`src/rtl/erbium_stream_driver.sv`:
```
// rtl/erbium_stream_driver.sv - ERBium kernel job initiator: start pulse, NFA/query streaming, result drain, status report
// Optional watchdog abort enabled by defining ERBIUM_DRV_TIMEOUT_EN.
module erbium_stream_driver #(
   parameter int DATA_WIDTH     = 512,
   parameter int CNT_WIDTH      = 32,
   parameter int TIMEOUT_CYCLES = 65536
) (
   input  logic                    clk_i,
   input  logic                    rst_i,
   input  logic                    cmd_valid_i,
   output logic                    cmd_ready_o,
   input  logic [31:0]             cmd_nfa_hash_i,
   input  logic [CNT_WIDTH-1:0]    cmd_nfa_beats_i,
   input  logic [CNT_WIDTH-1:0]    cmd_query_beats_i,
   input  logic                    src_valid_i,
   output logic                    src_ready_o,
   input  logic [DATA_WIDTH-1:0]   src_data_i,
   output logic                    ap_start_o,
   input  logic                    ap_done_i,
   output logic [31:0]             nfa_hash_o,
   output logic                    m_tvalid_o,
   input  logic                    m_tready_i,
   output logic [DATA_WIDTH-1:0]   m_tdata_o,
   output logic [DATA_WIDTH/8-1:0] m_tkeep_o,
   output logic                    m_tlast_o,
   input  logic                    s_tvalid_i,
   output logic                    s_tready_o,
   input  logic [DATA_WIDTH-1:0]   s_tdata_i,
   input  logic                    s_tlast_i,
   output logic                    sts_valid_o,
   output logic                    sts_err_o,
   output logic                    sts_timeout_o,
   output logic [CNT_WIDTH-1:0]    sts_result_beats_o,
   output logic [CNT_WIDTH-1:0]    sts_cycles_o
);

   typedef enum logic [2:0] {
      S_IDLE,
      S_START,
      S_SEND_NFA,
      S_SEND_QRY,
      S_WAIT_DONE,
      S_REPORT
   } state_t;

   localparam logic [CNT_WIDTH-1:0] CNT_MAX = '1;
   localparam logic [CNT_WIDTH-1:0] CNT_ONE = CNT_WIDTH'(1);

   state_t                 state_q, state_d;
   logic [31:0]            hash_q, hash_d;
   logic [31:0]            last_hash_q, last_hash_d;
   logic [CNT_WIDTH-1:0]   nfa_beats_q, nfa_beats_d;
   logic [CNT_WIDTH-1:0]   qry_beats_q, qry_beats_d;
   logic                   reload_q, reload_d;
   logic [CNT_WIDTH-1:0]   rem_q, rem_d;
   logic                   done_seen_q, done_seen_d;
   logic                   err_q, err_d;
   logic [CNT_WIDTH-1:0]   result_beats_q, result_beats_d;
   logic [CNT_WIDTH-1:0]   cycles_q, cycles_d;
   logic                   cmd_ready_q, cmd_ready_d;
   logic                   ap_start_q, ap_start_d;
   logic                   s_tready_q, s_tready_d;
   logic [31:0]            nfa_hash_q, nfa_hash_d;
   logic                   sts_valid_q, sts_valid_d;
   logic                   sts_err_q, sts_err_d;
   logic                   sts_timeout_q, sts_timeout_d;
   logic [CNT_WIDTH-1:0]   sts_result_beats_q, sts_result_beats_d;
   logic [CNT_WIDTH-1:0]   sts_cycles_q, sts_cycles_d;

   logic sending;
   logic m_hs;
   logic s_hs;
   logic cmd_hs;
   logic last_beat;
   logic in_job;
   logic timeout_hit;
   logic unused_inputs;

   // Result data is only counted, never inspected.
   assign unused_inputs = ^{s_tdata_i, s_tlast_i, (TIMEOUT_CYCLES == 0)};

   assign sending   = (state_q == S_SEND_NFA) || (state_q == S_SEND_QRY);
   assign in_job    = sending || (state_q == S_WAIT_DONE);
   assign m_hs      = sending && src_valid_i && m_tready_i;
   assign s_hs      = s_tready_q && s_tvalid_i;
   assign cmd_hs    = cmd_ready_q && cmd_valid_i;
   assign last_beat = (rem_q == CNT_ONE);

   // Payload is passed straight through from the source to the kernel while streaming.
   always_comb begin
      m_tvalid_o  = sending && src_valid_i;
      src_ready_o = sending && m_tready_i;
      m_tdata_o   = src_data_i;
      m_tlast_o   = sending && last_beat;
      m_tkeep_o   = '1;
   end

`ifdef ERBIUM_DRV_TIMEOUT_EN
   logic [CNT_WIDTH-1:0] wd_q, wd_d;

   // Watchdog fires only if a full idle window passes with no stream progress.
   assign timeout_hit = in_job && !m_hs && !s_hs
                        && (wd_q == CNT_WIDTH'(TIMEOUT_CYCLES - 1));

   // Watchdog restarts on any progress or state change and counts only while the job is live.
   always_comb begin
      wd_d = wd_q;
      if ((state_d != state_q) || m_hs || s_hs) begin
         wd_d = '0;
      end else if (in_job) begin
         wd_d = wd_q + CNT_ONE;
      end
   end

   // Watchdog counter register.
   always_ff @(posedge clk_i) begin
      if (rst_i) begin
         wd_q <= '0;
      end else begin
         wd_q <= wd_d;
      end
   end
`else
   assign timeout_hit = 1'b0;
`endif

   // Next-state and datapath computation for the whole job sequence.
   always_comb begin
      state_d            = state_q;
      hash_d             = hash_q;
      last_hash_d        = last_hash_q;
      nfa_beats_d        = nfa_beats_q;
      qry_beats_d        = qry_beats_q;
      reload_d           = reload_q;
      rem_d              = rem_q;
      done_seen_d        = done_seen_q;
      err_d              = err_q;
      result_beats_d     = result_beats_q;
      cycles_d           = cycles_q;
      nfa_hash_d         = nfa_hash_q;
      sts_err_d          = sts_err_q;
      sts_timeout_d      = sts_timeout_q;
      sts_result_beats_d = sts_result_beats_q;
      sts_cycles_d       = sts_cycles_q;

      if (s_hs && (result_beats_q != CNT_MAX)) begin
         result_beats_d = result_beats_q + CNT_ONE;
      end
      if (in_job && !done_seen_q && (cycles_q != CNT_MAX)) begin
         cycles_d = cycles_q + CNT_ONE;
      end
      if (m_hs) begin
         rem_d = rem_q - CNT_ONE;
      end

      case (state_q)
         S_IDLE: begin
            if (cmd_hs) begin
               hash_d             = cmd_nfa_hash_i;
               nfa_beats_d        = cmd_nfa_beats_i;
               qry_beats_d        = cmd_query_beats_i;
               result_beats_d     = '0;
               cycles_d           = '0;
               rem_d              = '0;
               done_seen_d        = 1'b0;
               sts_err_d          = 1'b0;
               sts_timeout_d      = 1'b0;
               sts_result_beats_d = '0;
               sts_cycles_d       = '0;
               if (cmd_query_beats_i == '0) begin
                  err_d    = 1'b1;
                  reload_d = 1'b0;
                  state_d  = S_REPORT;
               end else begin
                  err_d      = 1'b0;
                  reload_d   = (cmd_nfa_hash_i != last_hash_q) && (cmd_nfa_beats_i != '0);
                  nfa_hash_d = cmd_nfa_hash_i;
                  state_d    = S_START;
               end
            end
         end
         S_START: begin
            last_hash_d = hash_q;
            if (reload_q) begin
               rem_d   = nfa_beats_q;
               state_d = S_SEND_NFA;
            end else begin
               rem_d   = qry_beats_q;
               state_d = S_SEND_QRY;
            end
         end
         S_SEND_NFA: begin
            if (m_hs && last_beat) begin
               rem_d   = qry_beats_q;
               state_d = S_SEND_QRY;
            end
         end
         S_SEND_QRY: begin
            if (ap_done_i) begin
               done_seen_d = 1'b1;
            end
            if (m_hs && last_beat) begin
               state_d = (done_seen_q || ap_done_i) ? S_REPORT : S_WAIT_DONE;
            end
         end
         S_WAIT_DONE: begin
            if (ap_done_i || done_seen_q) begin
               state_d = S_REPORT;
            end
         end
         S_REPORT: begin
            state_d = S_IDLE;
         end
         default: begin
            state_d = S_IDLE;
         end
      endcase

      if (timeout_hit) begin
         state_d       = S_REPORT;
         last_hash_d   = '0;
         sts_timeout_d = 1'b1;
      end

      // Snapshot the job results on the way into REPORT so they hold until the next command.
      if ((state_d == S_REPORT) && (state_q != S_REPORT)) begin
         sts_err_d          = err_d;
         sts_result_beats_d = result_beats_d;
         sts_cycles_d       = cycles_d;
      end
   end

   // Handshake and pulse outputs are registered from the upcoming state.
   always_comb begin
      cmd_ready_d = (state_d == S_IDLE);
      ap_start_d  = (state_d == S_START);
      s_tready_d  = (state_d != S_IDLE) && (state_d != S_REPORT);
      sts_valid_d = (state_d == S_REPORT);
   end

   // State and output registers with synchronous reset.
   always_ff @(posedge clk_i) begin
      if (rst_i) begin
         state_q            <= S_IDLE;
         hash_q             <= '0;
         last_hash_q        <= '0;
         nfa_beats_q        <= '0;
         qry_beats_q        <= '0;
         reload_q           <= 1'b0;
         rem_q              <= '0;
         done_seen_q        <= 1'b0;
         err_q              <= 1'b0;
         result_beats_q     <= '0;
         cycles_q           <= '0;
         cmd_ready_q        <= 1'b0;
         ap_start_q         <= 1'b0;
         s_tready_q         <= 1'b0;
         nfa_hash_q         <= '0;
         sts_valid_q        <= 1'b0;
         sts_err_q          <= 1'b0;
         sts_timeout_q      <= 1'b0;
         sts_result_beats_q <= '0;
         sts_cycles_q       <= '0;
      end else begin
         state_q            <= state_d;
         hash_q             <= hash_d;
         last_hash_q        <= last_hash_d;
         nfa_beats_q        <= nfa_beats_d;
         qry_beats_q        <= qry_beats_d;
         reload_q           <= reload_d;
         rem_q              <= rem_d;
         done_seen_q        <= done_seen_d;
         err_q              <= err_d;
         result_beats_q     <= result_beats_d;
         cycles_q           <= cycles_d;
         cmd_ready_q        <= cmd_ready_d;
         ap_start_q         <= ap_start_d;
         s_tready_q         <= s_tready_d;
         nfa_hash_q         <= nfa_hash_d;
         sts_valid_q        <= sts_valid_d;
         sts_err_q          <= sts_err_d;
         sts_timeout_q      <= sts_timeout_d;
         sts_result_beats_q <= sts_result_beats_d;
         sts_cycles_q       <= sts_cycles_d;
      end
   end

   assign cmd_ready_o        = cmd_ready_q;
   assign ap_start_o         = ap_start_q;
   assign s_tready_o         = s_tready_q;
   assign nfa_hash_o         = nfa_hash_q;
   assign sts_valid_o        = sts_valid_q;
   assign sts_err_o          = sts_err_q;
   assign sts_timeout_o      = sts_timeout_q;
   assign sts_result_beats_o = sts_result_beats_q;
   assign sts_cycles_o       = sts_cycles_q;

endmodule

```
`config.mk`:
```
export PLATFORM = sky130hd
export DESIGN_NAME = erbium_stream_driver
export DESIGN_NICKNAME = d
export VERILOG_FILES = /design/src/rtl/erbium_stream_driver.sv
export SDC_FILE = /design/constraint.sdc
export NUM_CORES = 1
export LEC_CHECK = 0
export CORE_AREA = 2 2 708 710
export CTS_CLUSTER_DIAMETER = 50
export DETAILED_ROUTE_END_ITERATION = 8
export DIE_AREA = 0 0 710 712
export PLACE_DENSITY = 0.3
export SYNTH_ARGS = -nofsm -noshare
export SYNTH_HDL_FRONTEND = slang
export SYNTH_SLANG_ARGS = --single-unit
```
`constraint.sdc`:
```
create_clock -name clk_i -period 2.65 [get_ports clk_i]
set_clock_uncertainty 0.05 [all_clocks]
set_input_delay 0.53 -clock clk_i [delete_from_list [all_inputs] [get_ports clk_i]]
set_output_delay 0.53 -clock clk_i [all_outputs]
set_load 0.01 [all_outputs]
```
# --- Word level (Yosys, flattened, before mapping) ---
# Index checks and enable logic that the tools add are counted.
totals:
  reg_bits: 331
  input_bits: 1128
  output_inout_bits: 681
  elab_cells: 98
classes:
  n_addsub: 3
  n_eq_ne: 14
  mux: 32
  n_bitwise: 1
  n_reduce_logical: 29
ops:
  columns: ["cell", "count"]
  rows:
  - ["32-bit 2-to-1 mux", 14]
  - ["32-bit one-hot mux with 3 select lines", 1]
  - ["32-bit by 1-bit adder with 32-bit output, second input constant", 2]
  - ["32-bit inequality test, second input constant", 2]
  - ["32-bit by 1-bit equality test with 1-bit output, second input constant", 1]
  - ["32-bit logical NOT", 1]
  - ["32-bit inequality test", 1]
  - ["32-bit nonzero test", 1]
  - ["32-bit by 1-bit subtractor with 32-bit output, second input constant", 1]
  - ["3-bit 2-to-1 mux", 5]
  - ["3-bit one-hot mux with 5 select lines", 1]
  - ["1-bit logical AND", 13]
  - ["1-bit 2-to-1 mux", 10]
  - ["3-bit by 1-bit equality test with 1-bit output, second input constant", 2]
  - ["3-bit by 2-bit equality test with 1-bit output, second input constant", 2]
  - ["3-bit equality test, second input constant", 2]
  - ["3-bit logical NOT", 2]
  - ["3-bit inequality test, second input constant", 2]
  - ["3-bit AND reduction", 2]
  - ["2-bit nonzero test", 3]
  - ["2-bit inequality test, second input constant", 2]
  - ["2-bit AND reduction", 2]
  - ["1-bit logical OR", 3]
  - ["3-bit nonzero test", 1]
  - ["3 further kinds", 3]

# --- Logic depth before layout (Yosys ltp) ---
logic_depth:
  depth_word: 11
  depth_mapped: 10
  depth_no_buf: 8

# --- Worst setup path before layout ---
# OpenSTA, ideal clock, no wires.
synth_path:
  kind: "flip-flop to flip-flop"
  from: "register rem_q[11]"
  to: "register sts_cycles_q[23] (netlist: sts_cycles_o[23])"
  setup_time_ps: 121
  t_arrival_ps: 2478
  t_required_ps: 2479
  setup_slack_ps: 0
  path_stages_with_launch: 9
  n_path_buf: 2
  synth_period_minus_slack_ps: 2650
  cell_sequence: "dfxtp_1 > or4_4 > or2_1 > nor4b_4 > o21a_1 > a31o_1 > buf_6 > buf_6 > mux2_4"
synth_between:
  elab_chain_cells: 8
  word_cells_on_any_way: 11
  cone_classes: "eq/ne: 2; mux: 4; reduce/logical: 5"
synth_lines:
  columns: ["item", "line", "rtl"]
  rows:
  - ["start: declaration", "55", "logic [CNT_WIDTH-1:0] rem_q, rem_d;"]
  - ["start signal: assignment", "271", "rem_q <= rem_d;"]
  - ["32-bit by 1-bit equality test with 1-bit output (*)", "87", "assign last_beat = (rem_q == CNT_ONE);"]
  - ["1-bit logical AND (*)", "193, 202", null]
  - ["3-bit 2-to-1 mux, on equally long branches", "202, 193", null]
  - ["3-bit one-hot mux with 5 select lines (*)", "156", "case (state_q)"]
  - ["3-bit equality test (*)", "226", "if ((state_d == S_REPORT) && (state_q != S_REPORT)) begin"]
  - ["1-bit logical AND (*)", "226", null]
  - ["2-bit nonzero test (no source line)", null, null]
  - ["2-bit AND reduction (no source line)", null, null]
  - ["end signal: assignment", "284", "sts_cycles_q <= sts_cycles_d;"]
  - ["end: declaration", "68", "logic [CNT_WIDTH-1:0] sts_cycles_q, sts_cycles_d;"]
# Every way passes the cells marked *; elsewhere a longest branch is shown, timed or not.
# A chain may end at the register's enable or synchronous reset.

# --- Worst setup path after layout ---
layout_path:
  from: "register rem_q[9]"
  to: "output m_tlast_o"
layout_between:
  elab_chain_cells: 2
layout_lines:
  columns: ["item", "line", "rtl"]
  rows:
  - ["32-bit by 1-bit equality test with 1-bit output", "87", null]
  - ["1-bit logical AND", "94", "m_tlast_o = sending && last_beat;"]
  - ["end: declaration", "25", "output logic m_tlast_o,"]
# Every way passes these cells.

==> impl_metrics.toml <==
[logic_synthesis]
synthAdderAreaFrac = 0.00268
ys_ff_latch = 331
synth_top_family_by_area = "buffers and inverters"
synth_cell_types = 67
synth_area_um2 = 18600
async_flop_share = 0
synthFlopType = "dfxtp_1"
synth_xor_xnor_area_share = 0.0395
yosys_warnings = 0
synth_cells = 2195
synth_edf_count = 0
synth_compound_area_frac = 0.0905
avgSynthCellArea_um2 = 8.49
muxShareOfSynthArea = 0.0675
yosys.area_share.simple = 0.186
ys_seq_area_frac = 0.355

[clock_tree]
clk_pin_slew_worst_paths_ns = 0.05
cts-buffers-inserted = 66
clk_latency_ns = 0.69
cts_tree = "built"
cts_root_buf = "clkbuf_16"
htree_levels = 3
cts-hold-fix-buffers = 0
clock_sinks = 331
clock_path_buffers = 3

[outcome]
outcome = "finished, violations left"
violations = "design-rule violations, negative setup slack"

[run]
maxCapViolCount = 0

[power_and_ir_drop]
p_total_uw = 17600
p_leak_uw = 0.00898
power.density_nw_per_um2 = 592
power.switching_uw = 5510
p_int_uw = 12100
seqPwrFrac = 0.308
p_comb_frac = 0.182
ir_worst_vdd_v = 0.000368
netSwitchingFraction = 0.313
clkPwrFrac = 0.510

[layout]
syn2layout_area_growth_pct = 59.3
mostFrequentLayoutCell = "dfxtp_1"
fin_cells = 8834
final_util = 0.0595
nets = 3229
final_cell_mix = "329 x dfxtp_1, 301 x nand2_1, 212 x buf_4, 161 x a21oi_1, 157 x clkdlybuf4s50_1"
layout-drive-gt1-share = 0.242
nFillCells = 58874

[global_routing]
grt_pass1_vias = 14990
track_usage = 0.0834
grt_max_degree = 104
antenna_found_initial = 17
grt_pass1_wl_um = 253000
grt_overflow = 0

[timing]
timing.fmax_mhz = 330
period_share = 1.15
fin_tns_setup_ns = -15.28
slew_violations = 0
min_period_ns = 3.03
slew_headroom = 0.417
fin_ws_ns = -0.384
worst_slew_pin_slew_ns = 0.875
setup_viol = 88
hold_viol = 0
rsz0062_at_grt = "yes"

[setup_path]
critPathRequiredTime_ns = 2.07
cpMaxStageDelayCell = "or4_4"
crit_start = "rem_q[9]"
rr_startpoint = "rem_q[9]"
cp-end-kind = "output pin"
arrival_ns = 2.45
max_stage_delay_ns = 0.59
critPathKind = "reg2out"
crit_chain = "or4_4 -> or2_4 -> buf_4 -> nor4_4 -> buf_4 -> buf_12"
worstPathMaxFanout = 2
cpMostUsedCell = "buf_4"
cp-start-kind = "register"

[detailed_routing]
viasPerCell = 1.72
initialDrtViolationCount = 998
dr.pass1.iters = 9
wl_per_cell_um = 25.2
wl_um = 222000
drc = 206
ant_nets = 0
vias = 15182

[floorplan]
die_w_um = 710
design.die.area_um2 = 506000
die_y_um = 712
fp-row-count = 260
start_util = 0.0374
core-area_um2 = 499000
io_pins = 1809

[place]
pre_cts_slack_ns = -1.56
place_congestion = 0.741
hpwl_um = 199000
io_buffers = 206
dp.cells = 8675

[hold_path]
min-delay-start = "cmd_query_beats_i[2]"
hp-class = "in2reg"
-- worst max-delay path, delay by kind of cell (launching register included) --
family,cells,cell delay (ns)
and+or+nand+nor,3,1.02
buffers and inverters,3,0.44
DFF,1,0.32
-- cells by family after synthesis --
family / count (synthesis)
and+or+nand+nor: 711
buffers and inverters: 692
DFF: 331
AOI/OAI and AO/OA: 268
muxes: 103
xor gates and xnor gates: 84
adders and majority gates: 4
other: 2
-- metrics by stage --
step / instance area, um2 / hold WS [ns]
6_report: 29700 / 0.285
4_1_cts: 29000 / 0.287
3_5_place_dp: 26400 / 0.395
5_1_grt: 29700 / 0.239
2_1_floorplan: 18900 / 0.382
3_3_place_gp: 26400 / 0.386
-- final timing paths --
kind / to / slack [ns] / depth (start not counted)
max: m_tlast_o / -0.38 / 6
min: qry_beats_q[2] / 0.28 / 4
max reg2reg: sts_cycles_o[17] / -0.26 / 9
min reg2reg: last_hash_q[17] / 0.40 / 2
-- area by class of cell --
cell class	count	area (um2)	share of cell area
diodes	4	10.0	0.000337
clock buffers	76	1720	0.0579
clock inverters	44	639	0.0215
inverters	11	41.3	0.00139
multi-input cells	1235	7770	0.262
flip-flops and latches	331	6630	0.223
well taps	6681	8360	0.282
repair buffers	452	4520	0.152
-- sequential cells by signal, indices dropped and copies added, names as in the netlist --
| name | count |
|---|---|
| sts_valid_o | 1 |
| done_seen_q | 1 |
| sts_err_o | 1 |
| s_tready_o | 1 |
| reload_q | 1 |
| result_beats_q | 32 |
| state_q | 3 |
| ap_start_o | 1 |
| cmd_ready_o | 1 |
| cycles_q | 32 |
| hash_q | 32 |
| sts_cycles_o | 32 |
| err_q | 1 |
| nfa_beats_q | 32 |
| nfa_hash_o | 32 |
| last_hash_q | 32 |
| qry_beats_q | 32 |
| rem_q | 32 |
| sts_result_beats_o | 32 |
-- cell usage after synthesis, drive strengths merged (15+ instances only) --
cell	instances	area, um2
nand4	33	206
mux2	65	878
dfxtp	331	6630
nor4	57	375
nand2	301	1130
and2	76	475
xnor2	27	236
a21oi	163	816
buf	593	4430
nor3	23	115
mux2i	38	380
clkbuf	88	330
o21ai	19	95.1
nor2	110	413
or4	15	116
or3	30	188
xor2	57	499
nand3	23	115
a222oi	30	300
-- metal layers --
layer | up-vias | routed length, um | GRT usage
met5 | - | 408 | 0.00476
met4 | 18 | 6560 | 0.0241
met3 | 250 | 83900 | 0.149
met2 | 1418 | 83700 | 0.110
met1 | 6877 | 47800 | 0.0509
li1 | 6619 | - | -
-- what timing repair did --
| action | CTS | global route |
|---|---|---|
| resized for setup | 47 | 80 |
| buffers inserted | 7 | 13 |
| pin swaps | 8 | 35 |
| cloned | 4 | 12 |
| endpoints found under the setup margin | 139 | 126 |
-- power groups by stage --
stage          Sequential (uW)  Clock, uW  Combinational (uW)
3_5_place_dp              5520          0                2830
6_report                  5420       8970                3200
4_1_cts                   5420       9380                2900
5_1_grt                   5450       9550                3500
3_3_place_gp              5510          0                2830
2_1_floorplan             5500          0                2020
(Power assumes the default switching activity.)
